[src/rtl/timer_pkg.sv]
// Shared types, seven-segment glyphs and preset conversion for the countdown timer.
package timer_pkg;

    typedef enum logic [1:0] {
        IDLE  = 2'd0,
        RUN   = 2'd1,
        PAUSE = 2'd2,
        DONE  = 2'd3
    } timerState_t;

    // Active-low glyphs, bit order {g,f,e,d,c,b,a}
    localparam logic [6:0] SEG_0     = 7'b1000000;
    localparam logic [6:0] SEG_1     = 7'b1111001;
    localparam logic [6:0] SEG_2     = 7'b0100100;
    localparam logic [6:0] SEG_3     = 7'b0110000;
    localparam logic [6:0] SEG_4     = 7'b0011001;
    localparam logic [6:0] SEG_5     = 7'b0010010;
    localparam logic [6:0] SEG_6     = 7'b0000010;
    localparam logic [6:0] SEG_7     = 7'b1111000;
    localparam logic [6:0] SEG_8     = 7'b0000000;
    localparam logic [6:0] SEG_9     = 7'b0010000;
    localparam logic [6:0] SEG_BLANK = 7'b1111111;

    localparam int MAX_DIGITS = 6;

    // Converts a decimal preset into packed BCD, digit 0 in the low nibble
    function automatic logic [4*MAX_DIGITS-1:0] toBcd(input int unsigned value);
        int unsigned rest;
        logic [4*MAX_DIGITS-1:0] bcd;
        rest = value;
        bcd  = '0;
        for (int i = 0; i < MAX_DIGITS; i++) begin
            bcd[4*i +: 4] = 4'(rest % 10);
            rest = rest / 10;
        end
        return bcd;
    endfunction

endpackage

[src/rtl/game_countdown_timer_if.sv]
// Control and display bundle between the game controller and the countdown timer.
interface game_countdown_timer_if #(
    parameter int DIGITS = 2
);
    logic                start;
    logic                pause;
    logic                auto_reload;
    logic [4*DIGITS-1:0] load_val;
    logic [4*DIGITS-1:0] count;
    logic [7*DIGITS-1:0] seg;
    logic                running;
    logic                flag;
    logic                expire;

    modport master (
        output start, pause, auto_reload, load_val,
        input  count, seg, running, flag, expire
    );

    modport slave (
        input  start, pause, auto_reload, load_val,
        output count, seg, running, flag, expire
    );
endinterface

[src/rtl/bcd_to_seg7.sv]
// Single-digit BCD to active-low seven-segment decoder; non-decimal codes blank the digit.
module bcd_to_seg7
    import timer_pkg::*;
(
    input  logic [3:0] bcd_i,
    output logic [6:0] seg_o
);

    // Pure lookup from nibble to glyph
    always_comb begin
        case (bcd_i)
            4'd0:    seg_o = SEG_0;
            4'd1:    seg_o = SEG_1;
            4'd2:    seg_o = SEG_2;
            4'd3:    seg_o = SEG_3;
            4'd4:    seg_o = SEG_4;
            4'd5:    seg_o = SEG_5;
            4'd6:    seg_o = SEG_6;
            4'd7:    seg_o = SEG_7;
            4'd8:    seg_o = SEG_8;
            4'd9:    seg_o = SEG_9;
            default: seg_o = SEG_BLANK;
        endcase
    end

endmodule

[src/rtl/game_countdown_timer.sv]
// N-digit BCD countdown timer with prescaler, pause, auto-reload and expiry pulse.
module game_countdown_timer
    import timer_pkg::*;
#(
    parameter int          CLK_HZ    = 50_000_000,
    parameter int          TICK_HZ   = 1,
    parameter int          DIGITS    = 2,
    parameter int unsigned START_VAL = 30
)(
    input logic                   clock,
    input logic                   reset,
    game_countdown_timer_if.slave bus
);

    localparam int DIV = CLK_HZ / TICK_HZ;
    localparam int PW  = (DIV > 2) ? $clog2(DIV) : 1;
    localparam int W   = 4 * DIGITS;

    localparam logic [4*MAX_DIGITS-1:0] START_FULL = toBcd(START_VAL);
    localparam logic [W-1:0]            START_BCD  = START_FULL[W-1:0];
    localparam logic [W-1:0]            BCD_ONE    = {{(W-1){1'b0}}, 1'b1};
    localparam logic [PW-1:0]           PRE_LAST   = PW'(DIV - 1);

    timerState_t   state_q;
    logic [W-1:0]  count_q;
    logic [W-1:0]  lastLoad_q;
    logic [PW-1:0] prescaler_q;
    logic          running_q;
    logic          flag_q;
    logic          expire_q;

    logic [W-1:0]  clampedLoad_d;
    logic [W-1:0]  decremented_d;
    logic          borrow;
    logic [7*DIGITS-1:0] segAll;

    // Clamp the incoming preset per digit and form count-1 with borrow rippling upward
    always_comb begin
        clampedLoad_d = bus.load_val;
        decremented_d = count_q;
        borrow        = 1'b1;
        for (int i = 0; i < DIGITS; i++) begin
            if (bus.load_val[4*i +: 4] > 4'd9) begin
                clampedLoad_d[4*i +: 4] = 4'd9;
            end
            if (borrow) begin
                if (count_q[4*i +: 4] == 4'd0) begin
                    decremented_d[4*i +: 4] = 4'd9;
                end else begin
                    decremented_d[4*i +: 4] = count_q[4*i +: 4] - 4'd1;
                    borrow = 1'b0;
                end
            end
        end
    end

    // Timer FSM: start loads from any state, RUN/PAUSE share the prescaler, expiry reloads or stops
    always_ff @(posedge clock or posedge reset) begin
        if (reset) begin
            state_q     <= IDLE;
            count_q     <= START_BCD;
            lastLoad_q  <= START_BCD;
            prescaler_q <= '0;
            running_q   <= 1'b0;
            flag_q      <= 1'b0;
            expire_q    <= 1'b0;
        end else begin
            expire_q <= 1'b0;
            if (bus.start) begin
                prescaler_q <= '0;
                count_q     <= clampedLoad_d;
                lastLoad_q  <= clampedLoad_d;
                if (clampedLoad_d == '0) begin
                    state_q   <= DONE;
                    running_q <= 1'b0;
                    flag_q    <= 1'b1;
                    expire_q  <= 1'b1;
                end else begin
                    state_q   <= RUN;
                    running_q <= 1'b1;
                    flag_q    <= 1'b0;
                end
            end else begin
                case (state_q)
                    RUN, PAUSE: begin
                        if (bus.pause) begin
                            state_q   <= PAUSE;
                            running_q <= 1'b0;
                        end else begin
                            state_q   <= RUN;
                            running_q <= 1'b1;
                            if (prescaler_q == PRE_LAST) begin
                                prescaler_q <= '0;
                                if (count_q == BCD_ONE) begin
                                    expire_q <= 1'b1;
                                    if (bus.auto_reload) begin
                                        count_q <= lastLoad_q;
                                    end else begin
                                        count_q   <= '0;
                                        state_q   <= DONE;
                                        running_q <= 1'b0;
                                        flag_q    <= 1'b1;
                                    end
                                end else begin
                                    count_q <= decremented_d;
                                end
                            end else begin
                                prescaler_q <= prescaler_q + 1'b1;
                            end
                        end
                    end
                    default: begin
                    end
                endcase
            end
        end
    end

    for (genvar g = 0; g < DIGITS; g++) begin : gen_seg
        bcd_to_seg7 u_dec (
            .bcd_i (count_q[4*g +: 4]),
            .seg_o (segAll[7*g +: 7])
        );
    end

    assign bus.count   = count_q;
    assign bus.seg     = segAll;
    assign bus.running = running_q;
    assign bus.flag    = flag_q;
    assign bus.expire  = expire_q;

endmodule

[src/flat_wrapper.sv]
// flat-port wrapper written by rule: the top's interface ports become plain ports
module game_countdown_timer_flat import timer_pkg::*;
#(
    parameter int          CLK_HZ    = 50_000_000,
    parameter int          TICK_HZ   = 1,
    parameter int          DIGITS    = 2,
    parameter int unsigned START_VAL = 30
)
  (clock, reset, bus_start, bus_pause, bus_auto_reload, bus_load_val, bus_count, bus_seg, bus_running, bus_flag, bus_expire);
  game_countdown_timer_if #(.DIGITS(DIGITS)) bus_i ();
  input logic clock;
  input logic reset;
  input wire logic [$bits(bus_i.start)-1:0] bus_start;
  input wire logic [$bits(bus_i.pause)-1:0] bus_pause;
  input wire logic [$bits(bus_i.auto_reload)-1:0] bus_auto_reload;
  input wire logic [$bits(bus_i.load_val)-1:0] bus_load_val;
  output wire logic [$bits(bus_i.count)-1:0] bus_count;
  output wire logic [$bits(bus_i.seg)-1:0] bus_seg;
  output wire logic [$bits(bus_i.running)-1:0] bus_running;
  output wire logic [$bits(bus_i.flag)-1:0] bus_flag;
  output wire logic [$bits(bus_i.expire)-1:0] bus_expire;
  assign bus_i.start = bus_start;
  assign bus_i.pause = bus_pause;
  assign bus_i.auto_reload = bus_auto_reload;
  assign bus_i.load_val = bus_load_val;
  assign bus_count = bus_i.count;
  assign bus_seg = bus_i.seg;
  assign bus_running = bus_i.running;
  assign bus_flag = bus_i.flag;
  assign bus_expire = bus_i.expire;
  game_countdown_timer #(.CLK_HZ(CLK_HZ), .TICK_HZ(TICK_HZ), .DIGITS(DIGITS), .START_VAL(START_VAL)) u_core (.clock(clock), .reset(reset), .bus(bus_i));
endmodule
[config.mk]
export PLATFORM = sky130hd
export DESIGN_NAME = game_countdown_timer_flat
export DESIGN_NICKNAME = d
export VERILOG_FILES = /design/src/rtl/timer_pkg.sv /design/src/rtl/game_countdown_timer_if.sv /design/src/rtl/bcd_to_seg7.sv /design/src/rtl/game_countdown_timer.sv /design/src/flat_wrapper.sv
export SDC_FILE = /design/constraint.sdc
export NUM_CORES = 1
export LEC_CHECK = 0
export ABC_AREA = 1
export ABC_CLOCK_PERIOD_IN_PS = 1800
export CORE_UTILIZATION = 51
export DETAILED_ROUTE_END_ITERATION = 12
export PLACE_DENSITY_LB_ADDON = 0.1
export SYNTH_ARGS = -nofsm -noshare
export SYNTH_HDL_FRONTEND = slang
export SYNTH_SLANG_ARGS = --single-unit
[constraint.sdc]
create_clock -name clock -period 1.8 [get_ports clock]
set_input_delay 0.18 -clock clock [delete_from_list [all_inputs] [get_ports clock]]
set_output_delay 0.18 -clock clock [all_outputs]
set_load 0.05 [all_outputs]
==> results.py <==
metrics = {
    "outcome": {
        "status": "finished, violations left",
        "violations_in_the_final_reports": "setup timing",
    },
    "global_routing": {
        "grt_max_degree": 48,
        "first_global_vias": 2988,
        "grt_overflow": 0,
        "grt_pass1_wl_um": 12900,
        "gr-usage-all-layers_pct": 25.6,
        "antenna_found_initial": 0,
    },
    "yosys": {
        "synthesized_net_count": 492,
        "gate_count_after_technology_mapping": 468,
        "post_synth_main_area_contributors": "sky130_fd_sc_hd__dfrtp_1 (34%), sky130_fd_sc_hd__nand2_1 (17%), sky130_fd_sc_hd__nor2_1 (8.3%)",
        "netlist_area_mm2": 0.00314,
        "synth.avg_cell_area_um2": 6.71,
        "ys_seq_area_share_pct": 37.6,
        "synth_edf_count": 0,
        "ys.warnings.count": 0,
        "async_sr_flop_fraction_pct": 100,
        "synth_cell_type_count": 34,
        "synth-main-ff-cell": "sky130_fd_sc_hd__dfrtp_1",
        "synth_largest_type_area_fraction_pct": 34.3,
        "yosys.cell_count.top_type": "sky130_fd_sc_hd__nand2_1",
        "synthTopCellsByCount": "sky130_fd_sc_hd__nand2_1 (146), sky130_fd_sc_hd__nor2_1 (69), sky130_fd_sc_hd__inv_1 (58)",
        "synth_top_cell_by_area": "sky130_fd_sc_hd__dfrtp_1",
        "flops_latches_synth": 47,
    },
    "worst_setup_path": {
        "critical_path.endpoint_type": "primary output",
        "reg2reg_depth": 10,
        "worst-path-buf-inv": 2,
        "critical_path.max_stage_delay_ns": 0.53,
        "crit_path_top_delay_cell": "sky130_fd_sc_hd__dfrtp_2",
        "timing_worst_setup_path_type": "reg2out",
        "worstPathArrival_ns": 1.67,
        "crit_path_start_kind": "flop",
        "crit_fanout": 12,
        "crit_required_ns": 1.62,
        "worstReg2RegStart": "u_core.bus.count[5]$_DFFE_PP1P_",
        "regToRegSetupSlack_ns": 0.09,
        "crit_path_cell_trace": "nor2_2 -> inv_1 -> nand2_2 -> o311ai_4 -> buf_12",
        "cp_top_family": "flip-flops",
        "worst_r2r_endpoint": "u_core.bus.count[1]$_DFFE_PP0P_",
    },
    "detailed_routing": {
        "route.detailed.vias_per_inst": 5.37,
        "route.detailed.drc": 0,
        "drtIter0Drc": 146,
        "avgRoutedWirePerCell_um": 13.3,
        "routed-via-count": 3199,
        "detailedRoute.firstPassIterationCount": 5,
        "detail_route.wirelength_um": 7910,
        "final_antenna_net_count": 0,
    },
    "timing": {
        "post-route-worst-setup-slack_ns": -0.0536,
        "worst_slew_pin_slew_ns": 0.503,
        "timing.final.hold_violations": 0,
        "setup_repair_after_global_routing_missed_its_margin": "true",
        "timing.final.crit_share_pct": 103,
        "fin_worst_hold_slack_ns": 0.229,
        "timing.final.setup_violations": 5,
        "final_period_minus_worst_setup_slack_ns": 1.85,
        "slew_headroom_pct": 66.4,
        "final-max-slew-violation-count": 0,
        "timing.fmax_mhz": 539,
        "fin_worst_skew_ns": 0.00943,
    },
    "floorplan": {
        "initial_core_utilization_pct": 53.0,
        "design.core.area_mm2": 0.00592,
        "number_of_top_level_pins": 38,
        "fp-row-count": 28,
        "floorplan.die_area_mm2": 0.00647,
        "die_width_um": 80.5,
        "floorplan.die.height_um": 80.5,
    },
    "final_layout": {
        "nNetsFinal": 544,
        "instances_no_fill": 596,
        "antenna_cells": 0,
        "areaGrowthSynthToFinish_pct": 31.4,
        "fillCellCount": 488,
        "post_route_cells_drive_above_1_share_pct": 17.9,
    },
    "worst_hold_path": {
        "min_path_type": "in2async",
    },
    "cts": {
        "cts_buffers": 5,
        "htree_levels": 2,
        "numClockSinks": 47,
        "clk_path_buf_depth": 2,
        "clkLatencyLatePin_ns": 0.30,
        "clk_transition_reported_paths_ns": 0.09,
        "ctsRootBufferMaster": "sky130_fd_sc_hd__clkbuf_8",
        "tritoncts": "yes",
    },
    "power_and_ir_drop": {
        "fin_total_pwr_mw": 5.59,
        "max-vdd-ir-drop_mv": 2.00,
        "power_density_relative_to_cell_area_mw_per_mm2": 1350,
        "cell_leakage_power_nw": 1.92,
    },
    "placement": {
        "gp_congestion": 0.937,
        "place_inst": 586,
        "dp_slack_ns": 0.0625,
        "hpwlAfterDp_um": 5850,
        "portBuffers": 37,
    },
    "job": {
        "cap_viol_max_count": 0,
    },
}
## report_power, final
group          internal (mW)  total (mW)  switching, mW
clock network          0.414       0.766          0.352
registers               1.19        1.34          0.149
logic                   1.43        3.49           2.05
## metal layers
metal | vias up | share of wire (%) | global-route usage [%]
met2 | 111 | 48 | 44.6
met5 | - | 0 | 0
met4 | 0 | 2.7 | 9.82
met3 | 25 | 5.5 | 3.07
li1 | 1591 | - | -
met1 | 1472 | 43 | 32.2
## stage by stage
| step | TNS, ns | area, um2 | utilization, % |
|---|---|---|---|
| 2_1_floorplan | 0 | 3250 | - |
| 3_3_place_gp | 0 | 3910 | 66.0 |
| 3_5_place_dp | 0 | 3910 | 66.0 |
| 4_1_cts | -0.0797 | 4090 | 69.0 |
| 5_1_grt | -0.376 | 4130 | 69.7 |
| 6_report | -0.169 | 4130 | 69.7 |
## area by class of cell
type | instances | area, um2 | area share [%]
Clock buffer | 6 | 72.6 | 1.76
Clock inverter | 2 | 37.5 | 0.910
Inverter | 62 | 240 | 5.82
Multi-Input combinational cell | 351 | 1850 | 44.8
Sequential cell | 47 | 1190 | 29.0
Tap cell | 75 | 93.8 | 2.27
Timing Repair Buffer | 53 | 639 | 15.5
## cell families (layout without fill, tap and decap cells)
logic type      count (synthesis)  count (layout)  share of synthesized area, %
buf+inv                        70             123                          9.29
fa+ha+maj                      11              11                          4.38
simple gates                  290             290                          39.5
xor+xnor                        5               5                          1.39
compound gates                 45              45                          7.81
flops                          47              47                          37.6
## worst register-to-register path, delay by kind of cell (launching register included)
| kind | cells | cell delay, ns |
|---|---|---|
| adder cells (fa/ha/maj) | 1 | 0.19 |
| flip-flops | 1 | 0.67 |
| AO/OA/AOI/OAI | 1 | 0.12 |
| buffers and inverters | 2 | 0.13 |
| AND/OR/NAND/NOR | 6 | 0.51 |
## registers in the layout, summed over array words and instances (netlist names)
register	flops
u_core.prescaler_q	26
u_core.state_q	2
u_core.lastLoad_q	8
u_core.bus.running	1
u_core.bus.flag	1
u_core.bus.expire	1
u_core.bus.count	8
## cells in the final DEF (no fill, tap or decap), types with 5 or more instances in the layout
cell type	instances
sky130_fd_sc_hd__nand2_2	8
sky130_fd_sc_hd__nand2_1	140
sky130_fd_sc_hd__inv_2	6
sky130_fd_sc_hd__o21ai_1	6
sky130_fd_sc_hd__nand4_1	11
sky130_fd_sc_hd__dfrtp_2	5
sky130_fd_sc_hd__nor2_2	5
sky130_fd_sc_hd__buf_4	18
sky130_fd_sc_hd__nor2_1	67
sky130_fd_sc_hd__ha_4	6
sky130_fd_sc_hd__clkbuf_8	5
sky130_fd_sc_hd__o21ai_0	16
sky130_fd_sc_hd__xor2_1	5
sky130_fd_sc_hd__inv_1	52
sky130_fd_sc_hd__buf_12	15
sky130_fd_sc_hd__clkdlybuf4s50_1	18
sky130_fd_sc_hd__nor3_1	11
sky130_fd_sc_hd__dfrtp_1	38
sky130_fd_sc_hd__nand3_1	36
sky130_fd_sc_hd__a21oi_1	7
## how the worst max path moves through the flow
stage,start,end,slack [ns],cells past startpoint
6_report,u_core.bus.count[6]$_DFFE_PP0P_,bus_seg[12],-0.05,5
5_1_grt,u_core.bus.count[6]$_DFFE_PP0P_,bus_seg[12],-0.08,5
4_1_cts,u_core.bus.count[4]$_DFFE_PP1P_,bus_seg[13],-0.03,5
3_5_place_dp,u_core.bus.count[5]$_DFFE_PP1P_,u_core.bus.count[7]$_DFFE_PP0P_,0.06,9
3_3_place_gp,u_core.bus.count[5]$_DFFE_PP1P_,u_core.bus.count[4]$_DFFE_PP1P_,0.09,9
2_1_floorplan,u_core.bus.count[4]$_DFFE_PP1P_,u_core.bus.count[6]$_DFFE_PP0P_,0.003,8
## what timing repair did
item                                   4_1_cts  5_1_grt
setup endpoints to repair                    9       20
pin swaps                                    2        3
endpoints found under the hold margin        0        0
resized for setup                           17       10
buffers inserted                             1        1
hold buffers                                 0        0
No activity file was read; power rests on OpenSTA's default activity.
